[config.mk]
export PLATFORM = sky130hd
export DESIGN_NAME = i2s_tx_flat
export DESIGN_NICKNAME = d
export VERILOG_FILES = /design/src/rtl/i2s_tx_if.sv /design/src/rtl/i2s_tx.sv /design/src/flat_wrapper.sv
export SDC_FILE = /design/constraint.sdc
export NUM_CORES = 1
export LEC_CHECK = 0
export BUFFER_PORTS_ARGS = -buffer_cell sky130_fd_sc_hd__buf_2
export CAP_MARGIN = 20
export CORE_MARGIN = 8
export CORE_UTILIZATION = 62
export CTS_BUF_LIST = sky130_fd_sc_hd__clkbuf_8 sky130_fd_sc_hd__clkbuf_16
export DETAILED_ROUTE_END_ITERATION = 6
export HOLD_SLACK_MARGIN = 0.15
export PLACE_DENSITY = 0.9
export SYNTH_ARGS = -nofsm -noshare
export SYNTH_HDL_FRONTEND = slang
export SYNTH_SLANG_ARGS = --single-unit
[constraint.sdc]
create_clock -name clk -period 5.8 [get_ports clk]
set_clock_uncertainty 0.1 [all_clocks]
set_input_delay 0.58 -clock clk [delete_from_list [all_inputs] [get_ports clk]]
set_output_delay 0.58 -clock clk [all_outputs]
set_load 0.02 [all_outputs]
[src/rtl/i2s_tx_if.sv]
// FIFO read-port bundle between the I2S sample FIFO and the transmitter.
// The FIFO presents its head word show-ahead; the transmitter pops with fifo_ren.
interface i2s_tx_if #(
  parameter int unsigned DW = 16
) ();
  logic          fifo_empty;
  logic [2*DW-1:0] fifo_rdt;
  logic          fifo_ren;

  // Transmitter side
  modport master (
    input  fifo_empty,
    input  fifo_rdt,
    output fifo_ren
  );

  // FIFO side
  modport slave (
    output fifo_empty,
    output fifo_rdt,
    input  fifo_ren
  );
endinterface

[src/rtl/i2s_tx.sv]
// Philips-format I2S transmitter. Fetches one stereo frame per audio frame from a
// show-ahead FIFO and serialises it on SD with a one-BCLK delay after LRCK changes.
// An empty FIFO at fetch time yields a silent frame and an underrun event.
module i2s_tx #(
  parameter int unsigned DW       = 16,
  parameter int unsigned SLOT     = 16,
  parameter int unsigned BCLK_DIV = 2
) (
  input  logic        clk,
  input  logic        rst_n,
  input  logic        en,
  i2s_tx_if.master    fifo,
  output logic        i2s_bclk,
  output logic        i2s_lrck,
  output logic        i2s_sd,
  output logic        underrun,
  output logic [7:0]  underrun_cnt
);

  localparam int unsigned FW = 2 * DW;
  localparam int unsigned BW = $clog2(2 * SLOT);
  localparam int unsigned CW = (BCLK_DIV > 1) ? $clog2(BCLK_DIV) : 1;

  localparam logic [CW-1:0] DLast = CW'(BCLK_DIV - 1);
  localparam logic [BW-1:0] BLast = BW'(2 * SLOT - 1);
  localparam logic [BW-1:0] BOne  = BW'(1);
  localparam logic [BW-1:0] SlotB = BW'(SLOT);
  localparam logic [BW-1:0] DwB   = BW'(DW);

  logic [CW-1:0] dcnt_q, dcnt_d;
  logic [BW-1:0] b_q, b_d;
  logic          bclk_q, bclk_d;
  logic          lrck_q, lrck_d;
  logic          sd_q, sd_d;
  logic          ren_q, ren_d;
  logic          underrun_q, underrun_d;
  logic [7:0]    ucnt_q, ucnt_d;
  logic [FW-1:0] pend_q, pend_d;
  logic [FW-1:0] act_q, act_d;

  logic          fall;
  logic [BW-1:0] b_next;
  logic          right;
  logic [BW-1:0] k;
  logic [FW-1:0] frame;
  logic [DW-1:0] sample;
  logic [DW-1:0] shifted;

  // Bit-slot decode for the slot being entered on a falling BCLK edge
  always_comb begin
    fall    = en && (dcnt_q == DLast) && bclk_q;
    b_next  = (b_q == BLast) ? '0 : b_q + 1'b1;
    // The bit emitted when entering b belongs to position b-1 (I2S one-bit delay)
    right   = (b_q >= SlotB);
    k       = right ? (b_q - SlotB) : b_q;
    // Entering b=1 starts the newly fetched frame, so its MSB comes from pending
    frame   = (b_next == BOne) ? pend_q : act_q;
    sample  = right ? frame[DW-1:0] : frame[FW-1:DW];
    shifted = sample << k;
  end

  // Next-state: divider, bit position, serial outputs and frame fetch
  always_comb begin
    dcnt_d     = dcnt_q;
    b_d        = b_q;
    bclk_d     = bclk_q;
    lrck_d     = lrck_q;
    sd_d       = sd_q;
    ren_d      = 1'b0;
    underrun_d = 1'b0;
    ucnt_d     = ucnt_q;
    pend_d     = pend_q;
    act_d      = act_q;
    if (!en) begin
      // Idle/abort: anything already popped is dropped
      dcnt_d = '0;
      b_d    = BLast;
      bclk_d = 1'b1;
      lrck_d = 1'b0;
      sd_d   = 1'b0;
      pend_d = '0;
      act_d  = '0;
    end else begin
      if (dcnt_q == DLast) begin
        dcnt_d = '0;
        bclk_d = ~bclk_q;
      end else begin
        dcnt_d = dcnt_q + 1'b1;
      end
      if (fall) begin
        b_d    = b_next;
        lrck_d = (b_next >= SlotB);
        sd_d   = (k < DwB) ? shifted[DW-1] : 1'b0;
        if (b_next == BOne) begin
          act_d = pend_q;
        end
        if (b_next == '0) begin
          if (!fifo.fifo_empty) begin
            ren_d  = 1'b1;
            pend_d = fifo.fifo_rdt;
          end else begin
            pend_d     = '0;
            underrun_d = 1'b1;
            if (ucnt_q != 8'hFF) begin
              ucnt_d = ucnt_q + 8'd1;
            end
          end
        end
      end
    end
  end

  // State registers with asynchronous active-low reset
  always_ff @(posedge clk or negedge rst_n) begin
    if (!rst_n) begin
      dcnt_q     <= '0;
      b_q        <= BLast;
      bclk_q     <= 1'b1;
      lrck_q     <= 1'b0;
      sd_q       <= 1'b0;
      ren_q      <= 1'b0;
      underrun_q <= 1'b0;
      ucnt_q     <= '0;
      pend_q     <= '0;
      act_q      <= '0;
    end else begin
      dcnt_q     <= dcnt_d;
      b_q        <= b_d;
      bclk_q     <= bclk_d;
      lrck_q     <= lrck_d;
      sd_q       <= sd_d;
      ren_q      <= ren_d;
      underrun_q <= underrun_d;
      ucnt_q     <= ucnt_d;
      pend_q     <= pend_d;
      act_q      <= act_d;
    end
  end

  assign fifo.fifo_ren = ren_q;
  assign i2s_bclk      = bclk_q;
  assign i2s_lrck      = lrck_q;
  assign i2s_sd        = sd_q;
  assign underrun      = underrun_q;
  assign underrun_cnt  = ucnt_q;

endmodule

[src/flat_wrapper.sv]
// flat-port wrapper written by rule: the top's interface ports become plain ports
module i2s_tx_flat 
#(
  parameter int unsigned DW       = 16,
  parameter int unsigned SLOT     = 16,
  parameter int unsigned BCLK_DIV = 2
)
  (clk, rst_n, en, i2s_bclk, i2s_lrck, i2s_sd, underrun, underrun_cnt, fifo_fifo_empty, fifo_fifo_rdt, fifo_fifo_ren);
  i2s_tx_if #(.DW(DW)) fifo_i ();
  input  logic clk;
  input  logic rst_n;
  input  logic en;
  output logic i2s_bclk;
  output logic i2s_lrck;
  output logic i2s_sd;
  output logic underrun;
  output logic [7:0] underrun_cnt;
  input wire logic [$bits(fifo_i.fifo_empty)-1:0] fifo_fifo_empty;
  input wire logic [$bits(fifo_i.fifo_rdt)-1:0] fifo_fifo_rdt;
  output wire logic [$bits(fifo_i.fifo_ren)-1:0] fifo_fifo_ren;
  assign fifo_i.fifo_empty = fifo_fifo_empty;
  assign fifo_i.fifo_rdt = fifo_fifo_rdt;
  assign fifo_fifo_ren = fifo_i.fifo_ren;
  i2s_tx #(.DW(DW), .SLOT(SLOT), .BCLK_DIV(BCLK_DIV)) u_core (.clk(clk), .rst_n(rst_n), .en(en), .fifo(fifo_i), .i2s_bclk(i2s_bclk), .i2s_lrck(i2s_lrck), .i2s_sd(i2s_sd), .underrun(underrun), .underrun_cnt(underrun_cnt));
endmodule
# Word level (Yosys, flattened, before mapping)

Index checks and enable logic that the tools add are counted.

Logic and storage cells: 59
Output and inout port bits: 13
Bits of input ports: 36
Bits in registers: 83

Bitwise operators: 1
Shift operators: 1
Equality and inequality tests: 6
Add/subtract/negate cells: 4
Reduce and logical (&&, ||, !) cells: 5
Order comparisons: 3
Mux-type cells: 29

Operators by type and width:

| operator                                                  | number |
|---|---|
| two-way mux 32 bit                                        | 7 |
| two-way mux 5 bit                                         | 4 |
| two-way mux 1 bit                                         | 17 |
| two-way mux 16 bit                                        | 1 |
| << shifter 16 x 5 -> 16 bit                               | 1 |
| greater-or-equal comparator 5 bit (second input constant) | 2 |
| adder 8 x 1 -> 8 bit (second input constant)              | 1 |
| != test 8 bit (second input constant)                     | 1 |
| != test 2 x 1 -> 1 bit (second input constant)            | 3 |
| adder 5 x 1 -> 5 bit (second input constant)              | 1 |
| == test 5 x 1 -> 1 bit (second input constant)            | 1 |
| == test 5 bit (second input constant)                     | 1 |
| zero test 5 bit                                           | 1 |
| < comparator 5 bit (second input constant)                | 1 |
| AND reduction 5 bit                                       | 1 |
| subtractor 5 bit (second input constant)                  | 1 |
| logical AND 1 bit                                         | 2 |
| AND reduction 2 bit                                       | 1 |
| adder 1 bit (second input constant)                       | 1 |
| NOT 1 bit                                                 | 1 |

# Longest topological paths before layout

Gate-level depths: netlist of the first run.

Word-level depth: 9
Gate-level depth with buffers: 12
Gate-level depth less buffers: 11

# Least setup slack after synthesis of the first run

Ideal clock, no wire load.

Path type: register to register
From: register u_core.b_q[0]
To: register u_core.sd_q, in the netlist u_core.i2s_sd
Setup slack: 3.036 ns
Cell stages (with the launch flop): 12
Arrival time: 2.531 ns
Path buffers: 1
Required time: 5.567 ns
Library setup time: 0.133 ns
Period minus slack after synthesis: 2.764 ns
Cells stage by stage: dfstp_2 -> ha_1 -> and3_1 -> ha_1 -> a311oi_2 -> nand2b_2 -> buf_12 -> mux4_2 -> a22oi_1 -> o221ai_1 -> o2111ai_1 -> o211ai_2

Word-level cells in the longest chain between the ends: 9
Elaborated cells on any way between the ends: 14
Those cells by class: add/sub: 2; order compare: 2; eq/ne: 2; shift: 1; mux: 7

Ends and longest elaborated chain:

| item                                                  | RTL line      | source |
|---|---|---|
| start: declaration                                    | i2s_tx.sv:31  | `logic [BW-1:0] b_q, b_d;` |
| start signal: assignment                              | i2s_tx.sv:117 | `b_q <= BLast;` |
| adder 5 x 1 -> 5 bit or == test 5 bit (tied branches) | i2s_tx.sv:52  | `b_next = (b_q == BLast) ? '0 : b_q + 1'b1;` |
| two-way mux 5 bit                                     | i2s_tx.sv:52  |  |
| == test 5 x 1 -> 1 bit                                | i2s_tx.sv:57  | `frame = (b_next == BOne) ? pend_q : act_q;` |
| two-way mux 32 bit                                    | i2s_tx.sv:57  |  |
| two-way mux 16 bit                                    | i2s_tx.sv:58  | `sample = right ? frame[DW-1:0] : frame[FW-1:DW];` |
| << shifter 16 x 5 -> 16 bit                           | i2s_tx.sv:59  | `shifted = sample << k;` |
| two-way mux 1 bit (*)                                 | i2s_tx.sv:93  | `sd_d = (k < DwB) ? shifted[DW-1] : 1'b0;` |
| two-way mux 1 bit (*)                                 | i2s_tx.sv:90  | `if (fall) begin` |
| two-way mux 1 bit (*)                                 | i2s_tx.sv:74  | `if (!en) begin` |
| end signal: assignment                                | i2s_tx.sv:120 | `sd_q <= 1'b0;` |
| end signal: assignment                                | i2s_tx.sv:131 | `sd_q <= sd_d;` |
| end: declaration                                      | i2s_tx.sv:34  | `logic sd_q, sd_d;` |

Every way passes the cells marked *; elsewhere a longest branch is shown, timed or not. The select of a mux whose other input is x is not followed.
A chain may end at the register's enable or synchronous reset.

# Final worst setup path of the first run

Ends and elaborated chain as after synthesis.

==> impl_metrics.tcl, run 1 <==
set metrics [dict create \
    synth_xor_area_share_pct 1.789 \
    outcome "complete, no violations" \
    ant_nets 0 \
    crit_path_max_incr_delay_ps 690 \
    drive_gt1_share_pct 20.28 \
    final_cell_mix "nand2_1 (97), dfrtp_1 (77), buf_2 (47)" \
    holdCritStartpoint "fifo_fifo_rdt[25]" \
    cts_resized 0 \
    pin_count 49 \
    cts_buffers 9 \
    final_common_cell "nand2_1" \
    rows 29 \
    drt_wl_total_um 8693 \
    synth-edff-count 0 \
    final_hold_viol_count 0 \
    syn_nets 423 \
    yosys.area_share.adder_pct 1.916 \
    arrival_ps 3680 \
    synthMuxAreaShare_pct 5.749 \
    fin_area_mm2 0.004422 \
    netlist.area_leader.share_pct 49.19 \
    grt_max_degree 84 \
    cts.path.max_buffers 2 \
    gr-total-overflow 0 \
    yosysWarningCount 0 \
    yosys_register_bits 83 \
    criticalPathCategory "register to register" \
    worst_path_max_delay_cell "nand2b_2" \
    post-route-min-period_ps 3543 \
    vdd_drop_max_mv 0.2379 \
    postCtsSetupBuffers 0 \
    cts_sinks 83 \
    worst_hold_path.num_cells 2 \
    syn_area_mm2 0.003918 \
    htree_levels 3 \
    r2r_start "u_core.b_q[0]" \
    crit_start "u_core.b_q[0]" \
    track_usage_pct 20.68 \
    dp.cells 482 \
    yosysTopAreaCell "dfrtp_1" \
    die_y_um 95.49 \
    dp_hpwl_um 5702 \
    fin_nets 461 \
    power.density_mw_per_mm2 281.3 \
    relSlewSlack_pct 48.93 \
    setup_tns_ps 0 \
    synth_compound_area_share_pct 18.01 \
    vias 3056 \
    drt_iter0_drc 392 \
    grt_pass1_wl_um 14590 \
    cts_tree "built" \
    die_area_mm2 0.009118 \
    ys.flop_type "dfrtp_1" \
    synth_top_family_by_area "compound AO/OA/AOI/OAI gates" \
    insertion_delay_ps 370 \
    layout.cells.non_filler 501 \
    reg2regPathDepth 10 \
    fmax_mhz 282.2 \
    syn-instance-count 381 \
    post-route-period-util_pct 61.09 \
    drt_pass1_iterations 6 \
    viasPerCell 6.100 \
    final-setup-viol-count 0 \
    synth.area.top_cells "dfrtp_1 (49%), nand2_1 (9.3%), a22o_1 (7.4%), o21ai_0 (4.5%), dfstp_2 (4.0%)" \
    fill_cells 438 \
    die_x_um 95.49 \
    antenna_found_initial 0 \
    cap_violations 0 \
    seq_area_frac_synth_pct 53.21 \
    rrSetupSlack_ps 2260 \
    p_leak_nw 2.131 \
    syn_area_per_cell_um2 10.28 \
    report.final.slew_viol_count 0 \
    synthSimpleGateAreaFrac_pct 15.27 \
    rsz0062_at_grt "no" \
    crit_top_cell "ha_1" \
    path_max_fanout 29 \
    worstHoldPathType "input port to register" \
    placed_cell_area_mm2 0.004148 \
    insertedDiodeCount 0 \
    wl_per_cell_um 17.35 \
    core_area_mm2 0.006241 \
    finalWeightedCongestion 0.9238 \
    port_buffers 48 \
    crit_chain "ha_1, and3_1, ha_1, a311oi_2, nand2b_2, mux4_2, a22oi_1, o221ai_1, o2111ai_1, o211ai_2" \
    register_area_mm2 0.002085 \
    clk_pin_slew_worst_paths_ps 80 \
    grt_pass1_vias 3020 \
    drc 0 \
    async_flop_share_pct 100.0 \
    synth_cell_types 51 \
    end_kind "register" \
    initial_core_util_pct 62.77 \
    tightest_slew_ps 766.1 \
    cts_root_buf "clkbuf_8" \
    r2r_end "u_core.i2s_sd" \
    multiInputGateArea_mm2 0.001687 \
    worstHoldEndpoint "u_core.pend_q[25]" \
    area_growth_pct 12.87 \
    worstSetupStartpointType "register" \
    postCtsHoldBufs 0 \
    cp.required_ps 5940 \
]
where the power goes:
group | internal [W] | total (W) | switching, W
clock | 0.000241 | 0.000452 | 0.000211
sequential | 0.000604 | 0.000631 | 0.0000276
combinational | 0.0000660 | 0.000160 | 0.0000944
how the worst max path moves through the flow:
stage / end / slack, ps / cells past startpoint
2_1_floorplan: u_core.i2s_sd / 3040 / 11
3_3_place_gp: u_core.underrun_cnt[7] / 2090 / 8
3_5_place_dp: u_core.underrun_cnt[5] / 2000 / 8
4_1_cts: u_core.act_q[31] / 2160 / 7
5_1_grt: u_core.underrun_cnt[5] / 2030 / 8
6_report: u_core.i2s_sd / 2260 / 10
worst max-delay path: cells and delay by family, from the launching register on:
| kind | cells | cell delay, ps |
|---|---|---|
| AND/OR/NAND/NOR | 2 | 890 |
| AO/OA/AOI/OAI | 5 | 860 |
| flip-flops | 1 | 450 |
| adder cells (fa/ha/maj) | 2 | 490 |
| multiplexers | 1 | 600 |
cell usage after synthesis, types with 2 or more instances:
master	n
nand2_1	97
dfrtp_1	77
o21ai_0	35
a22o_1	33
clkbuf_1	21
nand3_1	15
nor2_1	10
mux2i_1	9
dfstp_2	6
ha_1	6
inv_1	6
xnor2_1	6
a31oi_1	5
and3_1	4
nor2b_1	4
mux2_2	3
mux4_1	3
a21oi_1	2
a41oi_1	2
buf_12	2
buf_2	2
o21bai_1	2
o311ai_0	2
xor2_1	2
sequential cells by signal, indices dropped and copies added (netlist names), 5 cells and up:
signal	cells
u_core.act_q	32
u_core.pend_q	32
u_core.b_q	5
u_core.underrun_cnt	8
per-stage QoR:
step                      power (W)  setup WS [ps]  utilization, %  hold slack [ps]
after global placement    0.0007930           2086           66.46            373.5
after floorplan           0.0007388           3036               -            184.4
after global routing       0.001301           2030           70.85            325.2
after detailed placement  0.0007999           2001           66.46            384.7
final                      0.001244           2257           70.85            330.7
after CTS                  0.001253           2158           69.93            312.4
area by class of cell:
| cell class | count | area share [%] |
|---|---|---|
| inverter | 6 | 0.5093 |
| sequential | 83 | 47.14 |
| clock inverter | 7 | 2.094 |
| multi-input combinational | 266 | 38.14 |
| tap | 77 | 2.179 |
| clock buffer | 9 | 2.801 |
| timing repair buffer | 53 | 7.131 |
metal layers:
layer	vias to the layer above	global-route usage (%)	part of all wire, %
met4	0	10.88	2.4
li1	1423	-	-
met2	129	30.72	47
met1	1486	27.63	44
met5	-	0	0
met3	18	4.882	6.1
cells by family after synthesis:
family | Yosys count
AOI/OAI and AO/OA | 96
xor gates and xnor gates | 8
adders and majority gates | 6
buffers and inverters | 32
DFF | 83
muxes | 16
and+or+nand+nor | 140
Power figures use the tool's default switching activity.
==> run 2, diff against run 1 <==
Settings changed: CORE_UTILIZATION 62 to 52, PLACE_DENSITY 0.9 to 0.82.
Clock period 5.8 ns to 3 ns, I/O delays scaled along.
==> run 2 against run 1 <==
Compared with the run above: sequential power is 92% higher; critical path depth is 1 higher; largest power group unchanged; sequential share of layout area down 4.7 points; largest cell class unchanged; critical endpoint unchanged; fmax increased by 23%; global-route usage fell by 2.0 points; critical path type unchanged.
==> impl_metrics.tcl, run 2 (synthesized netlist as in run 1, its figures left out) <==
set metrics [dict create \
    crit_start "u_core.b_q[0]" \
    grt_max_degree 84 \
    pin_count 49 \
    viasPerCell 5.518 \
    final_hold_viol_count 0 \
    worstSetupStartpointType "register" \
    crit_chain "ha_1, and3_1, ha_1, a311oi_2, nand2b_4, buf_12, mux4_1, nor2_1, o221ai_1, o2111ai_1, o211ai_2" \
    crit_top_cell "ha_1" \
    htree_levels 3 \
    criticalPathCategory "register to register" \
    cap_violations 0 \
    cts_tree "built" \
    end_kind "register" \
    gr-total-overflow 0 \
    antenna_found_initial 0 \
    cts_buffers 9 \
    grt.met2_usage_pct 31.02 \
    p_switching_w 0.0006831 \
    drt_wl_total_um 9225 \
    p_leak_nw 2.344 \
    grt_pass1_vias 3193 \
    report.final.slew_viol_count 0 \
    critPathBufInv 1 \
    track_usage_pct 18.67 \
    fin_nets 508 \
    die_y_um 102.8 \
    grt_use_met1_pct 23.53 \
    r2r_start "u_core.b_q[0]" \
    post-route-period-util_pct 96.41 \
    p_int_w 0.001685 \
    wl_per_cell_um 16.18 \
    worstHoldPathType "input port to asynchronous set/reset pin" \
    relSlewSlack_pct 56.02 \
    initial_core_util_pct 53.72 \
    final_cell_mix "nand2_1 (97), dfrtp_1 (77), buf_2 (47)" \
    drc 0 \
    crit_path_max_incr_delay_ps 550 \
    grt_pass1_wl_um 15450 \
    combPwrFrac_pct 16.2 \
    arrival_ps 3030 \
    crit_family "compound AO/OA/AOI/OAI gates" \
    drt_iter0_drc 129 \
    vias 3145 \
    clk_pin_slew_worst_paths_ps 90 \
    tightest_slew_ps 656.7 \
    rows 31 \
    port_buffers 48 \
    outcome "complete, no violations" \
    insertion_delay_ps 360 \
    postCtsSetupBuffers 0 \
    switching_share_pct 28.85 \
    fmax_mhz 345.8 \
    dp_hpwl_um 6093 \
    die_area_mm2 0.01057 \
    rsz0062_at_grt "yes" \
    post-route-min-period_ps 2892 \
    dp.cells 518 \
    fin_util_pct 67.33 \
    cts.path.max_buffers 2 \
    insertedDiodeCount 0 \
    path_max_fanout 11 \
    grtUsageMet3_pct 4.456 \
    final-setup-viol-count 0 \
    drive_gt1_share_pct 22.29 \
    placed_cell_area_mm2 0.004305 \
    cts_sinks 83 \
    cp.required_ps 3140 \
    area_growth_pct 25.33 \
    seq_power_share_pct 51.2 \
    power.density_mw_per_mm2 482.3 \
    cts_root_buf "clkbuf_8" \
    drt_pass1_iterations 4 \
    clockPowerShare_pct 32.6 \
    die_x_um 102.8 \
    layout.cells.non_filler 570 \
    finalWeightedCongestion 0.8871 \
    busiest_layer "met2" \
    fin_area_mm2 0.004910 \
    vdd_drop_max_mv 0.4162 \
    worst_path_max_delay_cell "mux4_1" \
    core_area_mm2 0.007292 \
    final_common_cell "nand2_1" \
    ant_nets 0 \
]
## run 2: cell count changes in the layout (fill, tap and decap cells not counted), moves of 2 or more
cell	previous run	this run
buf_4	3	15
bufinv_16	2	0
dlygate4sd3_1	1	34
inv_6	1	3
## run 2: path summary, 6_finish.rpt
check | cells past startpoint | slack, ps | end
worst max-delay path | 11 | 110 | u_core.i2s_sd
worst min-delay path | 2 | 270 | u_core.pend_q[10]
worst max register to register | 11 | 110 | u_core.i2s_sd
worst min register to register | 1 | 400 | u_core.dcnt_q
max in group asynchronous | 3 | 1900 | u_core.b_q[4]
min in group clk | 4 | 290 | u_core.b_q[4]
## run 2: routing by layer
metal	wire [µm]	share of wire [%]	vias up
met1	4189	45	1526
met4	129	1.4	0
li1	-	-	1519
met2	4435	48	86
met5	0	0	-
met3	471	5.1	14
## run 2: what timing repair did
item,CTS,global route
resized for setup,0,5
endpoints found under the setup margin,0,1
hold endpoints to repair,110,0
hold buffers,34,0
## run 2: final cells by class
class                   instances  area (µm²)
clock buffers                  10       137.6
multi-input cells             266        1707
well taps                      99       123.9
fillers                       597        2382
repair buffers                100       780.7
clock inverters                 6       53.80
inverters                       6       22.52
flip-flops and latches         83        2085
## run 2: through the flow
step	setup WS, ps	hold WS [ps]	power [W]	setup TNS [ps]
6_report	107.8	269.0	0.002368	0
5_1_grt	-35.57	281.5	0.002478	-50.35
4_1_cts	49.72	279.0	0.002376	0
3_5_place_dp	79.59	382.8	0.001571	0
3_3_place_gp	152.4	372.1	0.001561	0
2_1_floorplan	236.2	-95.59	0.001428	0
## run 2: power groups by stage
stage	registers (W)	clock network (W)	logic, W
finish	0.00121	0.000773	0.000383
global route	0.00122	0.000838	0.000421
global placement	0.00123	0	0.000329
floorplan	0.00125	0	0.000182
detailed placement	0.00123	0	0.000338
CTS	0.00121	0.000791	0.000373
==> run 3, diff against run 2 <==
Settings changed: CORE_UTILIZATION 52 to 40, PLACE_DENSITY 0.82 to 0.67.
==> run 3 against run 2 <==
Compared with the run above: final area up 0.66%; non-clock buffer count up 4; largest power group unchanged; final cell count up 6.7%; via count down 0.19%; register-to-register slack better by 80 ps; critical endpoint unchanged; utilization down 16 points; sequential cell count unchanged.
==> impl_metrics.tcl, run 3 (synthesized netlist as in run 1, its figures left out) <==
set metrics [dict create \
    final-setup-viol-count 0 \
    cap_violations 0 \
    wl_per_cell_um 15.39 \
    cts_tree "built" \
    port_buffers 48 \
    outcome "complete, no violations" \
    drt_pass1_iterations 4 \
    rsz0062_at_grt "no" \
    p_leak_nw 2.341 \
    rrSetupSlack_ps 180 \
    worst_hold_path.num_cells 4 \
    pin_count 49 \
    tightest_slew_ps 678.5 \
    insertion_delay_ps 350 \
    r2r_end "u_core.i2s_sd" \
    fill_cells 873 \
    relSlewSlack_pct 54.56 \
    cp.required_ps 3180 \
    final_hold_viol_count 0 \
    die_y_um 115.0 \
    initial_core_util_pct 40.64 \
    antenna_found_initial 0 \
    fmax_mhz 355.0 \
    fin_nets 512 \
    area_growth_pct 26.16 \
    rows 36 \
    r2r_start "u_core.b_q[0]" \
    vias 3139 \
    dp_hpwl_um 6343 \
    track_usage_pct 15.03 \
    gr-total-overflow 0 \
    core_area_mm2 0.009639 \
    grt_max_degree 84 \
    post-route-min-period_ps 2817 \
    cts.path.max_buffers 2 \
    setup_tns_ps 0 \
    dp.cells 555 \
    holdCritStartpoint "en" \
    final_cell_mix "nand2_1 (97), dfrtp_1 (77), buf_2 (47)" \
    arrival_ps 3000 \
    cts_sinks 83 \
    final_common_cell "nand2_1" \
    post-route-period-util_pct 93.89 \
    ant_nets 0 \
    worstHoldPathType "input port to register" \
    insertedDiodeCount 0 \
    drive_gt1_share_pct 22.53 \
    cts_root_buf "clkbuf_8" \
    layout.cells.non_filler 608 \
    path_max_fanout 8 \
    worstSetupStartpointType "register" \
    reg2regPathDepth 11 \
    drt_iter0_drc 159 \
    drc 0 \
    grt_pass1_wl_um 15880 \
    cts_buffers 9 \
    finalWeightedCongestion 0.9342 \
    viasPerCell 5.163 \
    htree_levels 3 \
    clk_pin_slew_worst_paths_ps 80 \
    die_area_mm2 0.01322 \
    grt_pass1_vias 3189 \
    power.density_mw_per_mm2 464.2 \
    die_x_um 115.0 \
    criticalPathCategory "register to register" \
    drt_wl_total_um 9357 \
    report.final.slew_viol_count 0 \
    vdd_drop_max_mv 0.3574 \
    end_kind "register" \
    worstHoldEndpoint "u_core.b_q[4]" \
]
[run 3: cell count changes in the layout (fill, tap and decap cells not counted)]
cell,before,now
nor2b_4,0,1
clkbuf_16,1,0
clkbuf_8,10,9
clkinv_4,1,0
nor2b_2,3,2
clkinv_2,0,2
inv_8,1,0
a22oi_2,1,0
buf_4,15,20
clkinvlp_4,1,3
a22oi_1,0,1
inv_1,6,7
inv_6,3,1
[run 3: layout make-up]
type | count | area [µm²] | area share, %
Tap cell | 133 | 166.4 | 3.367
Clock inverter | 7 | 45.04 | 0.9114
Sequential cell | 83 | 2085 | 42.18
Inverter | 6 | 22.52 | 0.4557
Timing Repair Buffer | 104 | 793.3 | 16.05
Multi-Input combinational cell | 266 | 1707 | 34.53
Clock buffer | 9 | 123.9 | 2.506
[run 3: through the flow]
stage	utilization, %	hold WS [ps]	power, W	cell area [µm²]	worst slack, ps
after floorplan	-	-95.59	0.001428	3918	236.2
after global placement	45.34	375.2	0.001563	4370	150.3
after detailed placement	45.34	386.0	0.001572	4370	90.27
after CTS	50.62	279.2	0.002316	4880	68.90
after global routing	51.27	344.8	0.002427	4942	12.25
final	51.27	306.2	0.002294	4942	183.2
[run 3: how the worst max path moves through the flow]
stage,from,end,cells after the start
CTS,u_core.b_q[0],u_core.i2s_sd,11
global placement,u_core.b_q[0],u_core.i2s_sd,11
floorplan,u_core.b_q[0],u_core.i2s_sd,11
global route,u_core.b_q[0],u_core.i2s_sd,11
finish,u_core.b_q[0],u_core.i2s_sd,11
detailed placement,u_core.b_q[0],u_core.i2s_sd,11
[run 3: worst max-delay path, stage by stage (launching register included)]
cell and delay [ps]:
dfstp_2 540, ha_1 160, and3_1 160, ha_1 300, nor2b_4 180, nand2b_4 130, buf_4 200, mux2i_1 130
a32oi_1 180, a31oi_1 110, a2111o_1 430, o211ai_2 130
[run 3: layer usage]
layer | wire length, µm | up-vias | part of all wire [%] | GRT usage [%]
li1 | - | 1526 | - | -
met1 | 4535 | 1535 | 48 | 20.16
met2 | 4316 | 67 | 46 | 22.92
met3 | 389 | 11 | 4.2 | 4.779
met4 | 115 | 0 | 1.2 | 3.940
met5 | 0 | - | 0 | 0
[run 3: what timing repair did]
item,CTS,global route
setup buffers,0,2
setup endpoints to repair,0,1
endpoints found under the hold margin,110,0
gates resized for setup,0,5
hold buffers,34,0
[run 3: report_power, final]
part           internal [W]  switching, W
logic              0.000180      0.000205
clock network      0.000297      0.000400
registers           0.00117     0.0000450
total               0.00164      0.000651
